File: config.mk
export PLATFORM = sky130hd
export DESIGN_NAME = key_converter
export DESIGN_NICKNAME = d
export VERILOG_FILES = /design/src/rtl/key_converter.sv
export SDC_FILE = /design/constraint.sdc
export NUM_CORES = 1
export LEC_CHECK = 0
export CAP_MARGIN = 25
export CORE_AREA = 2 2 39 41
export DETAILED_ROUTE_END_ITERATION = 10
export DIE_AREA = 0 0 41 43
export PLACE_DENSITY_LB_ADDON = 0.08
export SLEW_MARGIN = 20
export SYNTH_ARGS = -nofsm -noshare
export SYNTH_HDL_FRONTEND = slang
export SYNTH_SLANG_ARGS = --single-unit
File: constraint.sdc
create_clock -name clk -period 0.8 [get_ports clk]
set_input_delay 0.16 -clock clk [delete_from_list [all_inputs] [get_ports clk]]
set_output_delay 0.16 -clock clk [all_outputs]
set_load 0.02 [all_outputs]
File: src/rtl/key_converter.sv
// ASCII-to-game key code converter: decodes the keyboard byte into a 4-bit code,
// registered, either following the held byte (level) or pulsing once per new byte.
module key_converter #(
   parameter bit CASE_INSENSITIVE = 1'b1,
   parameter bit PULSE_MODE       = 1'b0
) (
   output logic [3:0] key,
   input  logic [7:0] keyboard,
   input  logic       clk,
   input  logic       rst_n
);

   logic [3:0] code;
   logic [3:0] key_d;
   logic [7:0] prev_q;

   // Unknown or unlisted bytes fall to the default, so they never decode as a key.
   always_comb begin
      code = 4'd0;
      case (keyboard)
         8'h57:   code = 4'd1;
         8'h41:   code = 4'd2;
         8'h53:   code = 4'd3;
         8'h44:   code = 4'd4;
         8'h4A:   code = 4'd5;
         8'h4B:   code = 4'd6;
         8'h4C:   code = 4'd7;
         8'h20:   code = 4'd8;
         8'h77:   code = CASE_INSENSITIVE ? 4'd1 : 4'd0;
         8'h61:   code = CASE_INSENSITIVE ? 4'd2 : 4'd0;
         8'h73:   code = CASE_INSENSITIVE ? 4'd3 : 4'd0;
         8'h64:   code = CASE_INSENSITIVE ? 4'd4 : 4'd0;
         8'h6A:   code = CASE_INSENSITIVE ? 4'd5 : 4'd0;
         8'h6B:   code = CASE_INSENSITIVE ? 4'd6 : 4'd0;
         8'h6C:   code = CASE_INSENSITIVE ? 4'd7 : 4'd0;
         default: code = 4'd0;
      endcase
   end

   always_comb begin
      key_d = code;
      if (PULSE_MODE) begin
         key_d = 4'd0;
         if ((code != 4'd0) && (keyboard != prev_q)) begin
            key_d = code;
         end
      end
   end

   always_ff @(posedge clk or negedge rst_n) begin
      if (!rst_n) begin
         key    <= 4'd0;
         prev_q <= 8'h00;
      end else begin
         key    <= key_d;
         prev_q <= keyboard;
      end
   end

endmodule

## Word level (Yosys, flattened, before mapping)

Cells that the tools add are included.

- Input bits: 10
- Logic and storage cells: 24
- Bits in registers: 4

- Mux-type cells: 1
- Equal/unequal tests: 15
- Reduce and logical (&&, ||, !) cells: 7

Operators by type and width:

| cell | number |
|---|---|
| $eq 8x7->1 const B | 14 |
| $pmux 4 s8 | 1 |
| $reduce_or 2->1 | 7 |
| $eq 8x6->1 const B | 1 |

## Longest topological paths before layout

- Depth in word-level cells: 3
- Mapped depth: 3
- Depth with buffers taken out: 3

## Least setup slack after synthesis

OpenSTA, ideal clock, no wires.

- Kind: in2reg
- Start point: in keyboard[2]
- End point: reg key[0]
- Cell stages on the path: 3
- Setup slack: -0.117 ns
- Arrival time: 0.840 ns
- Required time: 0.723 ns
- Cell sequence: xnor2_1 or4b_1 a21oi_1

- Word-level cells in the longest chain between the ends: 3
- Elaborated cells between the ends (all ways): 23
- Those cells by class: eq/ne: 15; mux: 1; reduce/logical: 7

Ends and longest elaborated chain:

| item | RTL line | source |
|---|---|---|
| start, declared | 8 | `input logic [7:0] keyboard,` |
| $eq 8x7->1 | 20 | `case (keyboard)` |
| $reduce_or 2->1 (no line) | - |  |
| $pmux 4 s8 * | 20 |  |
| named net code[0] | 13 | `logic [3:0] code;` |
| end signal, assigned | 55 | `key <= key_d;` |
| end, declared | 7 | `output logic [3:0] key,` |

The timed path passes the listed nets; every way through them passes the cells marked *.

## Worst setup path after layout

- Start point: reg key[0]
- End point: out key[0]

No word-level cell between the ends.

==> report_table.html <==
<table>
<tr><th>Metric</th><th>Value</th></tr>
<tr><th colspan="2">Outcome</th></tr>
<tr><td>Outcome</td><td>finished, violations left</td></tr>
<tr><td>Failing checks</td><td>setup timing</td></tr>
<tr><th colspan="2">Detailed routing</th></tr>
<tr><td>Post-DRT Antenna Nets</td><td>0</td></tr>
<tr><td>First-pass iteration count of the detailed router</td><td>2</td></tr>
<tr><td>Post-route DRC violation count</td><td>0</td></tr>
<tr><td>Starting DRC count in detailed routing</td><td>1</td></tr>
<tr><td>Routed wire length</td><td>742 um</td></tr>
<tr><td>Via-to-Cell Ratio</td><td>4.38</td></tr>
<tr><td>Vias after detailed routing</td><td>280</td></tr>
<tr><td>Routed length per placed instance</td><td>11.6 um</td></tr>
<tr><th colspan="2">CTS</th></tr>
<tr><td>Bufs on Longest Clock Path</td><td>2</td></tr>
<tr><td>Clk slew on worst S/H paths</td><td>40 ps</td></tr>
<tr><td>Cell at the root of the clock tree</td><td>sky130_fd_sc_hd__clkbuf_4</td></tr>
<tr><td>Count of clock tree sinks</td><td>4</td></tr>
<tr><td># H-tree levels</td><td>1</td></tr>
<tr><td>CTS buffer count</td><td>3</td></tr>
<tr><td>Clock tree from TritonCTS</td><td>done</td></tr>
<tr><th colspan="2">Global routing</th></tr>
<tr><td>Congestion Overflow GR</td><td>0</td></tr>
<tr><td>Antenna violations before repair</td><td>0</td></tr>
<tr><td>Via count of the first global-routing pass</td><td>305</td></tr>
<tr><td>Total global-route track usage</td><td>10.8%</td></tr>
<tr><td>Maximum number of pins on one net before global-route repair</td><td>6</td></tr>
<tr><td>First-pass GRT wire length</td><td>1240 um</td></tr>
<tr><th colspan="2">Worst setup path</th></tr>
<tr><td>Critical Path Source Type</td><td>register</td></tr>
<tr><td>Critical path required time</td><td>640 ps</td></tr>
<tr><td>Kind of end point of the critical path</td><td>primary output</td></tr>
<tr><td>Critical setup path kind</td><td>register to primary output</td></tr>
<tr><td>Count of buffering cells on the critical path with inverters included</td><td>1</td></tr>
<tr><td>Family of cells with the greatest summed delay on the critical path</td><td>flip-flops</td></tr>
<tr><td>Worst Path Arrival</td><td>730 ps</td></tr>
<tr><td>Crit path max fanout</td><td>1</td></tr>
<tr><td>CP max stage cell</td><td>sky130_fd_sc_hd__dfrtp_1</td></tr>
<tr><td>CP peak stage delay</td><td>370 ps</td></tr>
<tr><td>Cells along the critical path</td><td>buf_6</td></tr>
<tr><th colspan="2">STA</th></tr>
<tr><td>Final setup margin</td><td>-89.5 ps</td></tr>
<tr><td>Setup repair after global routing missed its margin</td><td>yes</td></tr>
<tr><td>Final setup viols</td><td>6</td></tr>
<tr><td>Final max-slew violation count</td><td>0</td></tr>
<tr><td>Transition time of the tightest slew-check pin</td><td>225 ps</td></tr>
<tr><td>Setup_tns</td><td>-355 ps</td></tr>
<tr><td>Fin. Hold Viols</td><td>0</td></tr>
<tr><td>Tightest slew margin relative to the limit</td><td>84.8%</td></tr>
<tr><td>Maximum operating frequency</td><td>1120 MHz</td></tr>
<tr><td>Period Utilization, post-route</td><td>111%</td></tr>
<tr><td>Time the worst path needs with I/O delays and setup</td><td>889 ps</td></tr>
<tr><th colspan="2">Yosys</th></tr>
<tr><td>Number of distinct library cells after synthesis</td><td>17</td></tr>
<tr><td>Total nets after synthesis</td><td>33</td></tr>
<tr><td>Leading post-synthesis cells by cell area</td><td>sky130_fd_sc_hd__dfrtp_1 43%, sky130_fd_sc_hd__nor4bb_1 8.6%, sky130_fd_sc_hd__xnor2_1 7.5%</td></tr>
<tr><td>Synth Register Bits</td><td>4</td></tr>
<tr><td>Yosys top cell area share</td><td>42.8%</td></tr>
<tr><td>Syn Inst Count</td><td>23</td></tr>
<tr><td>Warnings from Yosys</td><td>0</td></tr>
<tr><td>Share of synthesized area occupied by flip-flops and latches</td><td>42.8%</td></tr>
<tr><td>Synth area leader</td><td>sky130_fd_sc_hd__dfrtp_1</td></tr>
<tr><td>Mean post-synth cell area</td><td>10.2 um^2</td></tr>
<tr><td>Post-synthesis cell area</td><td>234 um^2</td></tr>
<tr><th colspan="2">Pwr</th></tr>
<tr><td>Internal power of the cells</td><td>0.483 mW</td></tr>
<tr><td>Switching power share of the total</td><td>23.0%</td></tr>
<tr><td>Share of power burned in combinational logic</td><td>28.0%</td></tr>
<tr><td>Net switching power</td><td>0.145 mW</td></tr>
<tr><td>Sequential share of power</td><td>33.2%</td></tr>
<tr><td>VDD IR max</td><td>259 uV</td></tr>
<tr><td>Total power draw</td><td>0.627 mW</td></tr>
<tr><td>Power per Cell Area</td><td>1150 nW/um^2</td></tr>
<tr><td>Static leakage</td><td>0.256 nW</td></tr>
<tr><td>Clock Power Share</td><td>38.8%</td></tr>
<tr><th colspan="2">Layout</th></tr>
<tr><td>Biggest register</td><td>key</td></tr>
<tr><td>Number of cells in the finished layout apart from fillers</td><td>64</td></tr>
<tr><td>Most common library cell in the layout ignoring fill and taps</td><td>sky130_fd_sc_hd__buf_6</td></tr>
<tr><td>Number of flip-flops in the largest register</td><td>4</td></tr>
<tr><td>Share of layout cells above drive strength 1</td><td>58.3%</td></tr>
<tr><td>Final Util</td><td>39.3%</td></tr>
<tr><td>Design area</td><td>544 um^2</td></tr>
<tr><td>Largest registers ranked by flip-flop count</td><td>key: 4 flops</td></tr>
<tr><td>Area overhead of the layout relative to synthesis</td><td>133%</td></tr>
<tr><td>Leading cell types in the layout, fill and taps excluded</td><td>8 x sky130_fd_sc_hd__buf_6, 5 x sky130_fd_sc_hd__buf_4, 4 x sky130_fd_sc_hd__dfrtp_1</td></tr>
<tr><td>Ant. Diodes</td><td>0</td></tr>
<tr><td>Number of nets at the end of the flow</td><td>60</td></tr>
<tr><th colspan="2">Die</th></tr>
<tr><td>Core Region</td><td>1380 um^2</td></tr>
<tr><td>Top-Level Pins</td><td>14</td></tr>
<tr><td>Floorplan die area</td><td>1760 um^2</td></tr>
<tr><td>Floorplan die height</td><td>43 um</td></tr>
<tr><td>Starting density of the core</td><td>16.9%</td></tr>
<tr><td>Horizontal die dimension</td><td>41 um</td></tr>
<tr><td>Number of placement rows</td><td>14</td></tr>
<tr><th colspan="2">Min path</th></tr>
<tr><td>Worst min-delay path class</td><td>input port to asynchronous set/reset pin</td></tr>
<tr><th colspan="2">Job</th></tr>
<tr><td>Maximum Capacitance Violations</td><td>0</td></tr>
<tr><th colspan="2">Placement</th></tr>
<tr><td>Placer's final routability congestion estimate</td><td>0.695</td></tr>
<tr><td>Number of port buffers</td><td>13</td></tr>
<tr><td>Number of cells after detailed placement</td><td>60</td></tr>
<tr><td>Placed instance area</td><td>444 um^2</td></tr>
</table>
[synthesized netlist by cell type]
| master | n |
|---|---|
| sky130_fd_sc_hd__a21oi_1 | 1 |
| sky130_fd_sc_hd__a22oi_1 | 1 |
| sky130_fd_sc_hd__a31oi_1 | 1 |
| sky130_fd_sc_hd__and3b_2 | 1 |
| sky130_fd_sc_hd__and4b_1 | 1 |
| sky130_fd_sc_hd__dfrtp_1 | 4 |
| sky130_fd_sc_hd__inv_1 | 1 |
| sky130_fd_sc_hd__nand2_1 | 2 |
| sky130_fd_sc_hd__nand2b_1 | 1 |
| sky130_fd_sc_hd__nand3b_1 | 1 |
| sky130_fd_sc_hd__nor2_1 | 1 |
| sky130_fd_sc_hd__nor3_1 | 1 |
| sky130_fd_sc_hd__nor3b_1 | 1 |
| sky130_fd_sc_hd__nor4_1 | 1 |
| sky130_fd_sc_hd__nor4bb_1 | 2 |
| sky130_fd_sc_hd__or4b_1 | 1 |
| sky130_fd_sc_hd__xnor2_1 | 2 |
[metrics by stage]
stage / worst slack, ps / hold slack (ps)
2_1_floorplan: -100 / -136
3_3_place_gp: -703 / 375
3_5_place_dp: -673 / 384
4_1_cts: -105 / 131
5_1_grt: -120 / 144
6_report: -89.5 / 131
[power by group through the flow]
stage	sequential, mW	clock (mW)	combinational [mW]
after global routing	0.208	0.280	0.188
final	0.208	0.244	0.176
after CTS	0.208	0.261	0.175
after detailed placement	0.210	0	0.141
after floorplan	0.214	0	0.0307
after global placement	0.210	0	0.140
[how the worst max path moves through the flow]
stage / startpoint / to / slack [ps] / cells after the start
2_1_floorplan: keyboard[2] / key[0] / -100 / 3
3_3_place_gp: keyboard[2] / key[1] / -700 / 5
3_5_place_dp: keyboard[2] / key[0] / -670 / 4
4_1_cts: key[0] / key[0] / -110 / 1
5_1_grt: key[1] / key[1] / -120 / 1
6_report: key[0] / key[0] / -90 / 1
[cells by family after synthesis]
family | after synthesis | synth area share, %
buf+inv | 1 | 1.60
flops | 4 | 42.8
simple gates | 13 | 40.1
compound gates | 3 | 8.02
xor+xnor | 2 | 7.49
[layout make-up]
class                           count  area (um^2)
Tap cell                           16         20.0
Timing Repair Buffer               22          218
Sequential cell                     4          100
Fill cell                         137          840
Inverter                            1         3.75
Clock buffer                        3         22.5
Multi-Input combinational cell     18          180
[repair_timing]
action,in CTS,in global routing
setup endpoints to repair,8,8
setup buffers,1,0
gates resized for setup,59,5
hold buffers,0,0
pin swaps,8,4
[layer usage]
| layer | vias to the layer above | GRT usage (%) | share of wire [%] |
|---|---|---|---|
| li1 | 139 | - | - |
| met1 | 131 | 9.58 | 31 |
| met3 | 0 | 1.57 | 6.2 |
| met2 | 10 | 18.8 | 62 |
| met5 | - | 0 | 0 |
| met4 | 0 | 10.0 | 0 |
Power figures use the tool's default switching activity.
==> RTL change (config.mk and constraints unchanged) <==
The parameter `PULSE_MODE` goes from 1'b0 to 1'b1.
--- a/src/rtl/key_converter.sv
+++ b/src/rtl/key_converter.sv
@@ -2,7 +2,7 @@
 // registered, either following the held byte (level) or pulsing once per new byte.
 module key_converter #(
    parameter bit CASE_INSENSITIVE = 1'b1,
-   parameter bit PULSE_MODE       = 1'b0
+   parameter bit PULSE_MODE       = 1'b1
 ) (
    output logic [3:0] key,
    input  logic [7:0] keyboard,
Check against the original RTL: not equivalent (a bounded check fails within 4 cycles, from zero or initial values and one cycle with rst_n low).
==> RTL change against the original RTL <==
- the flow still finishes with violations (setup timing)
- design area increased by 50%
- first-iteration DRC count is 100% lower
- total power rose by 96%
- non-clock buffer count unchanged
- via count is 48% higher
- die area stayed put
- largest cell class is now registers
- worst setup slack got worse by 0.21 ns
- critical endpoint is now key[2]
- area after synthesis increased by 130%
- clock power grew 43%
- sequential share of layout area is 18 points higher
- wire length grew 51%
- sequential cell count grew 8
==> RTL change: results (changes against the original RTL) <==
Post-Synth XOR/XNOR Area=0.145 (+0.0700); syn nets=54 (+64%); Seq. cell area=300 sq um (+200%); failing checks=setup timing; biggest registers after layout=prev_q x8, key x4; Least-Margin Pin Slew=0.350 ns (+0.125 ns); Leak=0.364 nW (+42%); Filler cells=119 (-13%); Clock buf/inv share=0.0276 (-0.0138); Final Setup Violations=8 (+2); Critical Path Fanout Max=3 (+2); First-pass DRT Iterations=1 (-1); diode count=0 (unchanged); vias per inst=4.98 (+14%); post-synthesis sequential area ratio=0.552 (+0.124); CP max stage delay=0.52 ns (+0.15 ns); Placement Setup Slack=-0.733 ns (-0.0598 ns); # resized after CTS=34 (-42%); fraction of final layout cells sized beyond drive strength 1=0.343 (-0.240); syn_area_per_cell=12.4 sq um (+22%); Clk pin slew, worst setup/hold paths=0.07 ns (+0.03 ns); Setup crit end=key[2]; buffering overhead=0.271 (-0.129); Worst EP arrival=1.25 ns (+0.52 ns); setup TNS=-1.57 ns (-1.22 ns); Setup Buffers After CTS=0 (-1); Clk power=0.349 mW (+43%); Worst Setup SP=keyboard[0]; Placed Cells incl. Taps=80 (+33%); Synth top cells by count=dfrtp_1 (12), xnor2_1 (8); fin worst setup slack=-0.304 ns (-0.214 ns); CP max stage cell=clkdlybuf4s50_1; first-pass GRT wire length=2020 um (+64%); complex-gate fraction of the synthesized area=0.0851 (+0.00484); Combinational Power Share=0.192 (-0.088); top cells by area, synth=dfrtp_1 (55%), xnor2_1 (13%), buf_6 (4.1%), nand3b_1 (2.8%), nand4_2 (2.3%); area of the multi-input gates=249 sq um (+38%); post-DR wirelength/cell=13.5 um (+16%); library cells used by synthesis=22 (+5); gpl congestion=0.817 (+18%); Post-Layout Cell Count=83 (+30%); post-route cell area=817 sq um (+50%); status=finished with violations; total track usage=0.169 (+0.0607); Tot Pwr=1.23 mW (+96%); largest net degree at the start of global routing=13 (+7); CTS sink cnt=12 (+8); 1st-iter DRT viols=0 (-1); #MultiIn Comb=29 (+11); CP delay by family, top=buffers and inverters; internal power=0.935 mW (+94%); Max rail drop VDD=0.715 mV (+180%); Post-Place Cell Area=752 sq um (+69%)
## RTL change: cell count changes after synthesis, moves of 2 or more
cell and delta:
nand2_1 -2, nor2b_1 +2, nor4bb_1 -2, xnor2_1 +6, buf_6 +2, dfrtp_1 +8
## RTL change: per-layer routing
metal | share of wire | track usage | vias up | wire (um)
met1 | 0.40 | 0.205 | 202 | 452
met2 | 0.55 | 0.281 | 7 | 616
li1 | - | - | 202 | -
met3 | 0.039 | 0.0314 | 2 | 44
met4 | 0.0036 | 0.0600 | 0 | 4
met5 | 0 | 0 | - | 0
## RTL change: worst min-delay path by stage
stage | from | end | slack [ns] | cells past startpoint
6_report | rst_n | prev_q[0] | 0.22 | 2
5_1_grt | rst_n | prev_q[0] | 0.22 | 2
4_1_cts | rst_n | prev_q[0] | 0.22 | 2
3_5_place_dp | rst_n | prev_q[7] | 0.50 | 2
3_3_place_gp | rst_n | prev_q[5] | 0.50 | 2
2_1_floorplan | rst_n | key[0] | -0.14 | 0
